**src/rtl/vslc_scan_scheduler.sv**
```systemverilog
// vslc_scan_scheduler: PLC-style scan-cycle sequencer for the vslc core.
//
// Each scan freezes the raw input pins into an input image, resets the core PC,
// strobes the core one instruction at a time until it reports end-of-program,
// then commits the core output image to the pins and waits out the rest of the
// programmed scan period. A per-scan step watchdog forces a sticky fault state
// with safe (all-zero) outputs if the program never finishes.
//
// Ports:
//   clk, rst       clock; synchronous active-high reset
//   en             run enable, looked at only when idle or between scans
//   period         scan period (start-to-start) in clk cycles, 0 = free-run
//   in_pins        raw input pins
//   in_image       input image frozen at scan start, fed to the core
//   core_pc_rst    one-cycle pulse at scan start, core PC to 0
//   core_step      step strobe, one instruction per high cycle
//   core_done      core end-of-program flag, valid the cycle after a step
//   core_out       core output image
//   out_pins       committed output image
//   scan_tick      one-cycle pulse in the commit cycle
//   busy           high while sampling, executing or committing
//   fault          watchdog fault, held until fault_clr
//   fault_clr      leaves the fault state
//   scan_count     completed scans, wrapping 16-bit counter
module vslc_scan_scheduler #(
  parameter int unsigned PERIOD_W  = 16,
  parameter int unsigned STEP_W    = 10,
  parameter int unsigned MAX_STEPS = 1000
) (
  input  logic                clk,
  input  logic                rst,
  input  logic                en,
  input  logic [PERIOD_W-1:0] period,
  input  logic [7:0]          in_pins,
  output logic [7:0]          in_image,
  output logic                core_pc_rst,
  output logic                core_step,
  input  logic                core_done,
  input  logic [7:0]          core_out,
  output logic [7:0]          out_pins,
  output logic                scan_tick,
  output logic                busy,
  output logic                fault,
  input  logic                fault_clr,
  output logic [15:0]         scan_count
);

  localparam logic [2:0] StIdle   = 3'd0;
  localparam logic [2:0] StSample = 3'd1;
  localparam logic [2:0] StExec   = 3'd2;
  localparam logic [2:0] StUpdate = 3'd3;
  localparam logic [2:0] StWait   = 3'd4;
  localparam logic [2:0] StFault  = 3'd5;

  localparam logic [STEP_W-1:0] MaxSteps = STEP_W'(MAX_STEPS);

  logic [2:0]          state_q, state_d;
  logic [PERIOD_W-1:0] period_cnt_q, period_cnt_d;
  logic [PERIOD_W-1:0] period_dec;
  logic                period_done;
  logic [STEP_W-1:0]   step_cnt_q, step_cnt_d;
  logic                check_q, check_d;  // EXEC phase: 0 = step cycle, 1 = check cycle
  logic [7:0]          in_image_q, in_image_d;
  logic [7:0]          out_pins_q, out_pins_d;
  logic [15:0]         scan_count_q, scan_count_d;

  // Saturating down-count; the scan is over once the count for the next cycle
  // reaches zero, so start-to-start spacing equals the loaded period.
  assign period_dec  = (period_cnt_q == '0) ? '0 : period_cnt_q - PERIOD_W'(1);
  assign period_done = (period_dec == '0);

  always_comb begin
    state_d      = state_q;
    period_cnt_d = period_cnt_q;
    step_cnt_d   = step_cnt_q;
    check_d      = check_q;
    in_image_d   = in_image_q;
    out_pins_d   = out_pins_q;
    scan_count_d = scan_count_q;

    if (state_q != StIdle) begin
      period_cnt_d = period_dec;
    end

    case (state_q)
      StIdle: begin
        if (en) begin
          state_d      = StSample;
          period_cnt_d = period;
        end
      end

      StSample: begin
        in_image_d = in_pins;
        step_cnt_d = '0;
        check_d    = 1'b0;
        state_d    = StExec;
      end

      StExec: begin
        if (!check_q) begin
          step_cnt_d = step_cnt_q + STEP_W'(1);
          check_d    = 1'b1;
        end else begin
          check_d = 1'b0;
          if (core_done) begin
            state_d = StUpdate;
          end else if (step_cnt_q == MaxSteps) begin
            state_d    = StFault;
            out_pins_d = '0;
          end
        end
      end

      StUpdate: begin
        out_pins_d   = core_out;
        scan_count_d = scan_count_q + 16'd1;
        // An overrun scan skips WAIT entirely.
        if (!period_done) begin
          state_d = StWait;
        end else if (en) begin
          state_d      = StSample;
          period_cnt_d = period;
        end else begin
          state_d = StIdle;
        end
      end

      StWait: begin
        if (period_done) begin
          if (en) begin
            state_d      = StSample;
            period_cnt_d = period;
          end else begin
            state_d = StIdle;
          end
        end
      end

      StFault: begin
        if (fault_clr) begin
          state_d = StIdle;
        end
      end

      default: state_d = StIdle;
    endcase
  end

  always_ff @(posedge clk) begin
    if (rst) begin
      state_q      <= StIdle;
      period_cnt_q <= '0;
      step_cnt_q   <= '0;
      check_q      <= 1'b0;
      in_image_q   <= '0;
      out_pins_q   <= '0;
      scan_count_q <= '0;
    end else begin
      state_q      <= state_d;
      period_cnt_q <= period_cnt_d;
      step_cnt_q   <= step_cnt_d;
      check_q      <= check_d;
      in_image_q   <= in_image_d;
      out_pins_q   <= out_pins_d;
      scan_count_q <= scan_count_d;
    end
  end

  assign in_image    = in_image_q;
  assign out_pins    = out_pins_q;
  assign scan_count  = scan_count_q;
  assign core_pc_rst = (state_q == StSample);
  assign core_step   = (state_q == StExec) && !check_q;
  assign scan_tick   = (state_q == StUpdate);
  assign busy        = (state_q == StSample) || (state_q == StExec) || (state_q == StUpdate);
  assign fault       = (state_q == StFault);

endmodule
```
**config.mk**
```make
export PLATFORM = sky130hd
export DESIGN_NAME = vslc_scan_scheduler
export DESIGN_NICKNAME = d
export VERILOG_FILES = /design/src/rtl/vslc_scan_scheduler.sv
export SDC_FILE = /design/constraint.sdc
export NUM_CORES = 1
export LEC_CHECK = 0
export CORE_UTILIZATION = 40
export CTS_CLUSTER_SIZE = 16
export DETAILED_ROUTE_END_ITERATION = 8
export PLACE_DENSITY = 0.62
export RECOVER_POWER = 25
export SLEW_MARGIN = 20
export SYNTH_ARGS = -nofsm -noshare
export SYNTH_HDL_FRONTEND = slang
export SYNTH_SLANG_ARGS = --single-unit
```
**constraint.sdc**
```tcl
create_clock -name clk -period 3.86 [get_ports clk]
set_input_delay 0.579 -clock clk [delete_from_list [all_inputs] [get_ports clk]]
set_output_delay 0.579 -clock clk [all_outputs]
set_load 0.05 [all_outputs]
```
Word level (Yosys, flattened, before mapping)
Cells that the tools add are included.
{"block": "op_classes", "addsub": 3, "eq_ne": 14, "muxes": 22, "reduce_logical": 14}
{"operator": "$mux 16", "count": 4}
{"operator": "$logic_not 16->1", "count": 2}
{"operator": "$pmux 16 s2", "count": 1}
{"operator": "$mux 8", "count": 3}
{"operator": "$mux 3", "count": 7}
{"operator": "$pmux 10 s2", "count": 1}
{"operator": "$pmux 3 s6", "count": 1}
{"operator": "$add 16x1->16 const B", "count": 1}
{"operator": "$pmux 8 s2", "count": 1}
{"operator": "$sub 16x1->16 const B", "count": 1}
{"operator": "$ne 2x2->1 const B", "count": 6}
{"operator": "$add 10x1->10 const B", "count": 1}
{"operator": "$eq 10x10->1 const B", "count": 1}
{"operator": "$mux 10", "count": 1}
{"operator": "$eq 3x2->1 const B", "count": 2}
{"operator": "$eq 3x3->1 const B", "count": 2}
{"operator": "$reduce_and 5->1", "count": 1}
{"operator": "$reduce_and 4->1", "count": 1}
{"operator": "$reduce_bool 2->1", "count": 2}
{"operator": "$eq 3x1->1 const B", "count": 1}
{"operator": "$logic_not 3->1", "count": 1}
{"operator": "$ne 3x3->1 const B", "count": 1}
{"operator": "$reduce_bool 3->1", "count": 1}
{"operator": "$logic_or 1x1->1", "count": 2}
{"operator": "7 further kinds", "count": 8}
{"block": "totals", "regBits": 62, "in_bits": 37, "output_inout_bits": 37, "word_cells": 60}

Depth between registers and ports, before layout
{"block": "depth", "depth_word": 6, "depth_mapped": 9, "depth_no_buf": 8}

Least setup slack after synthesis
Ideal clock, no wire load.
{"block": "synth_timing", "path_kind": "reg-to-reg", "from": "register state_q[1]", "to": "register step_cnt_q[6]", "setup_time_ns": 0.133, "arrival_ns": 2.613, "required_time_ns": 3.727, "path_slack_ns": 1.114, "stages_incl_launch_ff": 8, "n_path_buf": 1, "period_less_slack_ns": 2.746, "cell_sequence": "dfxtp_1 -> clkbuf_1 -> nor4b_2 -> or2_2 -> nand2_1 -> or3_1 -> xor2_1 -> nor2_1"}
{"block": "synth_between", "elab_chain_len": 3, "elab_cells_between_ends": 6, "classes_between": "3 x eq/ne; 1 x mux; 2 x reduce/logical"}
{"item": "start, declared", "line_no": "57", "rtl": "logic [2:0] state_q, state_d;"}
{"item": "start signal, assigned", "line_no": "152", "rtl": "state_q <= StIdle;"}
{"item": "start signal, assigned", "line_no": "160", "rtl": "state_q <= state_d;"}
{"item": "$eq 3x2->1 / $eq 3x1->1 (equally long branches)", "line_no": "85", "rtl": "case (state_q)"}
{"item": "$ne 2x2->1 (no line) / $reduce_bool 2->1 (equally long branches)"}
{"item": "$reduce_and 2->1 (no line)"}
{"item": "end signal, assigned", "line_no": "162", "rtl": "step_cnt_q <= step_cnt_d;"}
{"item": "end, declared", "line_no": "61", "rtl": "logic [STEP_W-1:0] step_cnt_q, step_cnt_d;"}
Parallel ways exist; a longest one is shown, timed or not.
A chain may end at the register's enable or synchronous reset.

Worst setup path after layout
{"block": "layout_timing", "from": "register state_q[0]", "to": "output core_pc_rst"}
{"block": "layout_between", "elab_chain_len": 1}
{"item": "$eq 3x1->1", "line_no": "173", "rtl": "assign core_pc_rst = (state_q == StSample);"}
{"item": "end, declared", "line_no": "36", "rtl": "output logic core_pc_rst,"}
No other way between the ends.

==> impl_metrics.json <==
{
  "drtIter0Drc": 215,
  "path_class": "register to primary output",
  "synth_largest_area_cell": "dfxtp_1",
  "synth_top_area_share_pct": 33.4,
  "slew_headroom_pct": 52.2,
  "via_per_inst": 5.74,
  "reg2reg_to": "period_cnt_q[4]",
  "fmax_mhz": 305,
  "p_clk_share_pct": 16.1,
  "post_cts_resize_count": 0,
  "grtUsageTotal_pct": 22.0,
  "htreeDepth": 3,
  "root_buffer": "clkbuf_8",
  "cp_max_fo": 14,
  "start_util_pct": 41.9,
  "tightest_slew_ps": 713,
  "post_cts_buffers": 0,
  "cts_made_buffers": 9,
  "nNetsFinal": 555,
  "yosys-top-cells-area": "dfxtp_1 (33%), nor2_1 (8.5%), mux2i_1 (4.0%)",
  "hpwl_um": 7270,
  "gp_congestion": 0.906,
  "synthesis.area_um2": 3710,
  "p_leak_nw": 1.71,
  "synth_cell_type_count": 65,
  "synthCells": 453,
  "combPwrFrac_pct": 56.6,
  "drv_slew": 0,
  "io_buffers": 73,
  "status": "finished clean",
  "cts_tree": "done",
  "power.density_nw_per_um2": 774,
  "required_ps": 3280,
  "drive_above_1_share_pct": 9.06,
  "min_from": "out_pins[1]",
  "ir_drop_mv": 0.309,
  "antenna_left": 0,
  "rows": 34,
  "syn-num-nets": 494,
  "antenna_found_initial": 0,
  "grt_pass1_vias": 3397,
  "yosys_warnings": 0,
  "tns_ps": 0,
  "switching_share_pct": 47.8,
  "finClkSkew_ps": 9.88,
  "ys_ff_latch": 62,
  "hold_end": "out_pins[1]",
  "die_y_um": 98.3,
  "timing.final.crit_share_pct": 84.8,
  "core_region_area_um2": 8850,
  "vias": 3598,
  "synth_common_cells": "nor2_1 (84), dfxtp_1 (62), nor3_1 (23)",
  "arrival_ps": 2690,
  "yosysSeqAreaShare_pct": 33.4,
  "drtPass1Iterations": 7,
  "dieArea_um2": 9670,
  "ios": 74,
  "seqPwrFrac_pct": 27.3,
  "overflow": 0,
  "cp-end-kind": "primary output",
  "setup_viol": 0,
  "syn_to_final_growth_pct": 26.6,
  "yosysMostFrequentCell": "nor2_1",
  "die_w_um": 98.3,
  "syn_avg_cell_area_um2": 8.19,
  "drt_wl_total_um": 10400,
  "finalHoldViolCount": 0,
  "n_antenna_cell": 0,
  "r2r_setup_slack_ps": 930,
  "reg2reg_from": "period_cnt_q[0]",
  "wire_per_inst_um": 16.5,
  "clk_pin_slew_ps": 80,
  "ctsHoldBuffers": 0,
  "internal_power_mw": 1.90,
  "cap_violations": 0,
  "start_kind": "register",
  "clk_latency_ps": 350,
  "grt_max_degree": 55,
  "drc": 0,
  "r2r_cells": 8,
  "fin_total_pwr_mw": 3.64,
  "rsz0062_at_grt": "no",
  "whs_path_depth": 2,
  "p_sw_mw": 1.74,
  "min_period_ps": 3270,
  "cts.sinks": 62,
  "synth-edff-count": 0,
  "grt_pass1_wl_um": 16900,
  "clockBufferDepth": 2,
  "synth_flop_cell": "dfxtp_1",
  "fillers": 852,
  "hold_path_class": "register to register",
  "synthArstFlopShare_pct": 0
}
cells in the final DEF, fill, tap and decap left out, drive strengths merged, types with 5 or more instances in the layout:
cell type      instances
nand2                 14
buf                    8
or3                    8
a221o                  9
clkdlybuf4s50         67
nor2                  85
xor2                  14
and3                  11
inv                   14
a22oi                 11
dfxtp                 62
mux2                   7
o21ai                 17
nand3                  7
dlygate4sd3            5
a21oi                 21
or4                    5
nor3                  24
nor4                  13
nand4                 12
xnor2                 11
clkbuf                10
mux2i                 15
per-layer routing:
metal / GRT usage, % / up-vias / part of all wire (%)
met5: 0 / - / 0
met4: 7.81 / 0 / 1.5
met3: 4.87 / 16 / 4.4
met2: 36.4 / 91 / 48
met1: 28.0 / 1720 / 46
li1: - / 1771 / -
cells by family (layout without fill, tap and decap cells):
family	Yosys count	in the layout	synth area share, %
mux	22	22	6.27
compound gates	95	95	18.2
buf+inv	44	110	4.92
simple gates	201	201	29.9
xor+xnor	25	25	5.90
flops	62	62	33.4
fa+ha+maj	4	4	1.35
power groups by stage:
stage	combinational, mW	sequential [mW]	clock [mW]
2_1_floorplan	1.62	0.930	0
3_3_place_gp	2.02	0.995	0
3_5_place_dp	2.04	1.00	0
4_1_cts	2.05	0.986	0.606
5_1_grt	2.24	1.02	0.632
6_report	2.06	0.993	0.586
sequential cells by signal, indices dropped and copies added (netlist names):
signal        flops
period_cnt_q     16
scan_count       16
step_cnt_q       10
in_image          8
out_pins          8
state_q           3
check_q           1
critical path: stages (launching register included):
cell and delay, ps:
dfxtp_1 620, nor3b_1 230, clkbuf_1 550, clkdlybuf4s50_1 940
final cells by class:
class / count / area (um^2) / area share [%]
clock inverters: 7 / 73.8 / 1.57
well taps: 108 / 135 / 2.88
flip-flops and latches: 62 / 1240 / 26.4
multi-input cells: 347 / 2290 / 48.8
repair buffers: 81 / 782 / 16.6
inverters: 13 / 48.8 / 1.04
clock buffers: 9 / 124 / 2.64
worst max-delay path by stage:
stage / start / to / slack [ps] / cells after the start
6_report: state_q[0] / core_pc_rst / 590 / 3
5_1_grt: state_q[0] / core_pc_rst / 440 / 3
4_1_cts: state_q[0] / scan_tick / 770 / 2
3_5_place_dp: period_cnt_q[0] / period_cnt_q[15] / 980 / 8
3_3_place_gp: period_cnt_q[0] / period_cnt_q[15] / 1040 / 8
2_1_floorplan: state_q[1] / step_cnt_q[6] / 1110 / 7
stage by stage:
stage	hold WS, ps	worst slack (ps)	util (%)	std cells	instance area (um^2)
2_1_floorplan	484	1110	-	453	3710
3_3_place_gp	472	1040	50.9	611	4510
3_5_place_dp	485	977	50.9	611	4510
4_1_cts	510	772	53.2	627	4710
5_1_grt	528	438	53.1	627	4700
6_report	504	587	53.1	627	4700
(Power assumes the default switching activity.)
==> variant 1 (config.mk and constraints unchanged) <==
Change the parameter `PERIOD_W` from 16 to 12.
--- a/src/rtl/vslc_scan_scheduler.sv
+++ b/src/rtl/vslc_scan_scheduler.sv
@@ -25,3 +25,3 @@
 module vslc_scan_scheduler #(
-  parameter int unsigned PERIOD_W  = 16,
+  parameter int unsigned PERIOD_W  = 12,
   parameter int unsigned STEP_W    = 10,
Ports: changed (resized period); port bits go from 74 to 70. The function was not compared with the original's and may differ.
==> variant 1 against the unedited design <==
Area after synthesis fell by 13%; via count decreased by 15%; worst hold slack got worse by 0.0067 ns; wire length fell by 22%; fmax fell by 0.47%; sequential power down 16%; global-route usage fell by 1.8 points; sequential cell count decreased by 4; setup slack got worse by 0.016 ns; clock power rose by 8.4%; total power fell by 21%; cell area decreased by 11%.
==> variant 1: results (changes against the unedited design) <==
====================================================================================================
Endpoint of the worst-slack reg-to-reg timing path                                      period_cnt_q[9]$_SDFF_PP0_
Count of cell types in the netlist                                                                62   -4.6%
Outcome                                                                                 complete, no violations
Total global-route track usage                                                                 0.202   -0.0179
Count of buffers inserted at the top-level ports                                                  69   -5.5%
Setup ws final                                                                              0.571 ns   -0.0156 ns
Leakage power                                                                                1.48 nW   -14%
Root cell of the clock tree                                                                 clkbuf_8
Number of flip-flops in the largest register                                                      16
Via count of the first global-routing pass                                                     2,981   -12%
Critical-path maximum fanout                                                                      17   +3
Worst-case reg-to-reg path depth                                                                   8   unchanged
Placed insts                                                                                     547   -10%
Total nets after synthesis                                                                       430   -13%
Cell class contributing the biggest share of worst-path delay                           buffers and inverters
Fraction of final layout cells sized beyond drive strength 1                                  0.0694   -0.0211
CP arrival                                                                                   2.71 ns   +0.02 ns
Number of vias per cell                                                                         5.45   -5.1%
Switching power                                                                              1.23 mW   -29%
Slew of the pin with the lowest slew margin                                                 0.968 ns   +0.256 ns
Sequential share of power                                                                      0.292   +0.019
First-pass GRT wire length                                                                 13,600 um   -20%
Sequential share of the synthesized area                                                       0.360   +0.0254
1st-iter DRT viols                                                                               183   -15%
Fraction of power spent switching nets                                                         0.429   -0.0496
Fraction of post-synthesis cell area in the top cell type by area                              0.360   +0.0254
Detail-routed net length per standard cell                                                   14.4 um   -13%
Clk Latency, worst-skew pair                                                                 0.33 ns   -0.02 ns
Synth top area cells                                                                    dfxtp_1 (36%), nor2_1 (7.1%), mux2i_1 (5.3%)
Clock-pin slew reported for the worst setup and hold paths after clock tree synthesis        0.07 ns
Worst setup timing slack at the placement stage                                             0.744 ns   -0.233 ns
Worst hold-check slack                                                                      0.498 ns   -0.00666 ns
Commonest cells in the synthesized netlist                                              nor2_1 (61), dfxtp_1 (58), nand2_1 (25)
Total CTS buffers                                                                                  9   unchanged
Setup clock skew after layout                                                             0.00707 ns   -0.00282 ns
Setup slack of the most critical reg-to-reg path                                             0.71 ns   -0.22 ns
Clock power frac                                                                               0.222   +0.061
Average footprint of a synthesized cell                                                    8.21 um^2   +0.23%
1st-pass router iterations                                                                         4   -3
Worst hold path endpoint                                                                in_image[6]$_SDFFE_PP0P_
Hold path startpoint                                                                    in_image[6]$_SDFFE_PP0P_
Peak supply drop                                                                          0.000262 V   -15%
Crit-path max cell delay                                                                     0.94 ns   about the same
Layout fillers                                                                                   746   -12%
Total via count after detailed routing                                                         3,066   -15%
Placed Instance Area                                                                       3990 um^2   -11%
Number of nets in the layout                                                                     493   -11%
RePlAce Congestion                                                                             0.942   +4.0%
Combined area of the multi-input logic cells                                               1920 um^2   -16%
Largest net degree at the start of global routing                                                 40   -27%
Placed wire-length estimate                                                                  5680 um   -22%
====================================================================================================
## variant 1: cell types whose count changed in the layout (fill, tap and decap cells not counted), moves of 5 or more
cell,unedited run,this run
a21oi_1,20,14
a221o_1,9,0
a31oi_1,3,9
and3_1,11,5
nand2_1,14,25
nor2_1,84,61
nor3_1,22,14
nor4_4,5,0
## variant 1: area by class of cell
| class | instances | share of cell area |
|---|---|---|
| inverters | 11 | 0.00984 |
| repair buffers | 76 | 0.174 |
| flip-flops and latches | 58 | 0.277 |
| multi-input cells | 300 | 0.457 |
| clock inverters | 4 | 0.0176 |
| clock buffers | 12 | 0.0346 |
| well taps | 102 | 0.0304 |
## variant 1: cell families after synthesis
family | synth area share
simple gates | 0.263
compound gates | 0.189
flops | 0.360
buf+inv | 0.0458
xor+xnor | 0.0651
mux | 0.0620
fa+ha+maj | 0.0155
## variant 1: metal layers
layer,share of wire,vias up,global-route usage
li1,-,1562,-
met1,0.47,1417,0.246
met2,0.45,76,0.320
met3,0.069,11,0.0614
met4,0.015,0,0.103
met5,0,-,0
==> variant 2 (config.mk and constraints unchanged) <==
Without the edit above. Add an input register stage for `en`, `period`, `in_pins`, `core_done`, `core_out` and `fault_clr`; this delays them by one clock. Comments in the files are not updated.
--- a/src/rtl/vslc_scan_scheduler.sv
+++ b/src/rtl/vslc_scan_scheduler.sv
@@ -56,2 +56,18 @@
 
+  logic en_q;
+  logic [PERIOD_W-1:0] period_q;
+  logic [7:0] in_pins_q;
+  logic core_done_q;
+  logic [7:0] core_out_q;
+  logic fault_clr_q;
+
+  always_ff @(posedge clk) begin
+    en_q        <= en;
+    period_q    <= period;
+    in_pins_q   <= in_pins;
+    core_done_q <= core_done;
+    core_out_q  <= core_out;
+    fault_clr_q <= fault_clr;
+  end
+
   logic [2:0]          state_q, state_d;
@@ -86,5 +102,5 @@
       StIdle: begin
-        if (en) begin
+        if (en_q) begin
           state_d      = StSample;
-          period_cnt_d = period;
+          period_cnt_d = period_q;
         end
@@ -93,3 +109,3 @@
       StSample: begin
-        in_image_d = in_pins;
+        in_image_d = in_pins_q;
         step_cnt_d = '0;
@@ -105,3 +121,3 @@
           check_d = 1'b0;
-          if (core_done) begin
+          if (core_done_q) begin
             state_d = StUpdate;
@@ -115,3 +131,3 @@
       StUpdate: begin
-        out_pins_d   = core_out;
+        out_pins_d   = core_out_q;
         scan_count_d = scan_count_q + 16'd1;
@@ -120,5 +136,5 @@
           state_d = StWait;
-        end else if (en) begin
+        end else if (en_q) begin
           state_d      = StSample;
-          period_cnt_d = period;
+          period_cnt_d = period_q;
         end else begin
@@ -130,5 +146,5 @@
         if (period_done) begin
-          if (en) begin
+          if (en_q) begin
             state_d      = StSample;
-            period_cnt_d = period;
+            period_cnt_d = period_q;
           end else begin
@@ -140,3 +156,3 @@
       StFault: begin
-        if (fault_clr) begin
+        if (fault_clr_q) begin
           state_d = StIdle;
Formal check against the unedited RTL: not equivalent (a bounded check fails within 4 cycles, from zero or initial values and one cycle with rst high).
==> variant 2 against the unedited design <==
Sequential power up 36%; wire length down 6.2%; setup slack worse by 0.0011 ns; global-route usage down 3.3 points; count of clock-buffer cells in the layout unchanged; combinational power down 15%; worst hold slack worse by 0.067 ns; clock power up 12%; area after synthesis up 13%; first-iteration DRC count down 27%; sequential cell count up 35; total power up 3.4%; sequential share of layout area up 11 points; cell area up 11%.
==> variant 2: results (changes against the unedited design) <==
====================================================================================================
Leakage power                                                                                1.90 nW   +11%
Largest net degree at the start of global routing                                                 38   -31%
Critical-path maximum fanout                                                                      11   -3
Cell class contributing the biggest share of worst-path delay                           simple AND/OR/NAND/NOR gates
Layout fillers                                                                                   932   +9.4%
Total global-route track usage                                                                 0.187   -0.0330
Global-route met1 utilization                                                                  0.243   -0.0373
Number of nets in the layout                                                                     573   +3.2%
Via count of the first global-routing pass                                                     3,419   +0.65%
Setup clock skew after layout                                                              0.0176 ns   +0.00768 ns
Total via count after detailed routing                                                         3,525   -2.0%
1st-iter DRT viols                                                                               156   -27%
Commonest cells in the synthesized netlist                                              dfxtp_1 (97), nor2_1 (56), nand2_1 (45)
Core region area                                                                           9950 um^2   +12%
Count of cell types in the netlist                                                                61   -6.2%
Placed Instance Area                                                                       5000 um^2   +11%
First-pass GRT wire length                                                                 16,500 um   -2.4%
Final cell utilization of the core                                                             0.522   -0.00833
RePlAce Congestion                                                                             0.904   -0.22%
Outcome                                                                                 complete, no violations
Sequential share of the synthesized area                                                       0.464   +0.129
Slowest cell on the critical path                                                             or3b_2
Clock-pin slew reported for the worst setup and hold paths after clock tree synthesis        0.11 ns   +0.03 ns
Metal2 WL                                                                                    4680 um   -6.2%
Crit-path max cell delay                                                                     0.54 ns   -0.40 ns
====================================================================================================
variant 2: cell type report:
type / instances / share of cell area
repair buffers: 78 / 0.147
flip-flops and latches: 97 / 0.373
well taps: 133 / 0.0320
clock inverters: 7 / 0.0154
inverters: 11 / 0.00794
clock buffers: 9 / 0.0238
multi-input cells: 335 / 0.401
variant 2: stage by stage:
stage,cells,power [mW]
6_report,670,3.76
5_1_grt,670,4.03
4_1_cts,670,3.78
3_5_place_dp,654,3.12
3_3_place_gp,654,3.10
2_1_floorplan,473,2.71
variant 2: path summary, 6_finish.rpt:
check | startpoint | end | slack (ns) | cells past startpoint
worst max-delay path | period_cnt_q[0]$_SDFF_PP0_ | period_cnt_q[11]$_SDFF_PP0_ | 0.59 | 9
worst min-delay path | in_pins_q[3]$_DFF_P_ | in_image[3]$_SDFFE_PP0P_ | 0.44 | 2
worst max register to register | period_cnt_q[0]$_SDFF_PP0_ | period_cnt_q[11]$_SDFF_PP0_ | 0.59 | 9
worst min register to register | in_pins_q[3]$_DFF_P_ | in_image[3]$_SDFFE_PP0P_ | 0.44 | 2
variant 2: power breakdown:
part / switching [mW] / internal (mW) / leakage (nW)
Sequential: 0.207 / 1.14 / 0.799
Clock: 0.400 / 0.259 / 0.0998
Combinational: 1.07 / 0.686 / 1.00
Total: 1.68 / 2.08 / 1.90
variant 2: cells by family (layout without fill, tap and decap cells):
group                    Yosys count  count (layout)  share of synthesized area
buffers and inverters             41             105                     0.0388
AO/OA/AOI/OAI                     96              96                      0.157
AND/OR/NAND/NOR                  194             194                      0.233
XOR/XNOR                          26              26                     0.0544
flip-flops                        97              97                      0.464
multiplexers                      15              15                     0.0421
adder cells (fa/ha/maj)            4               4                     0.0119
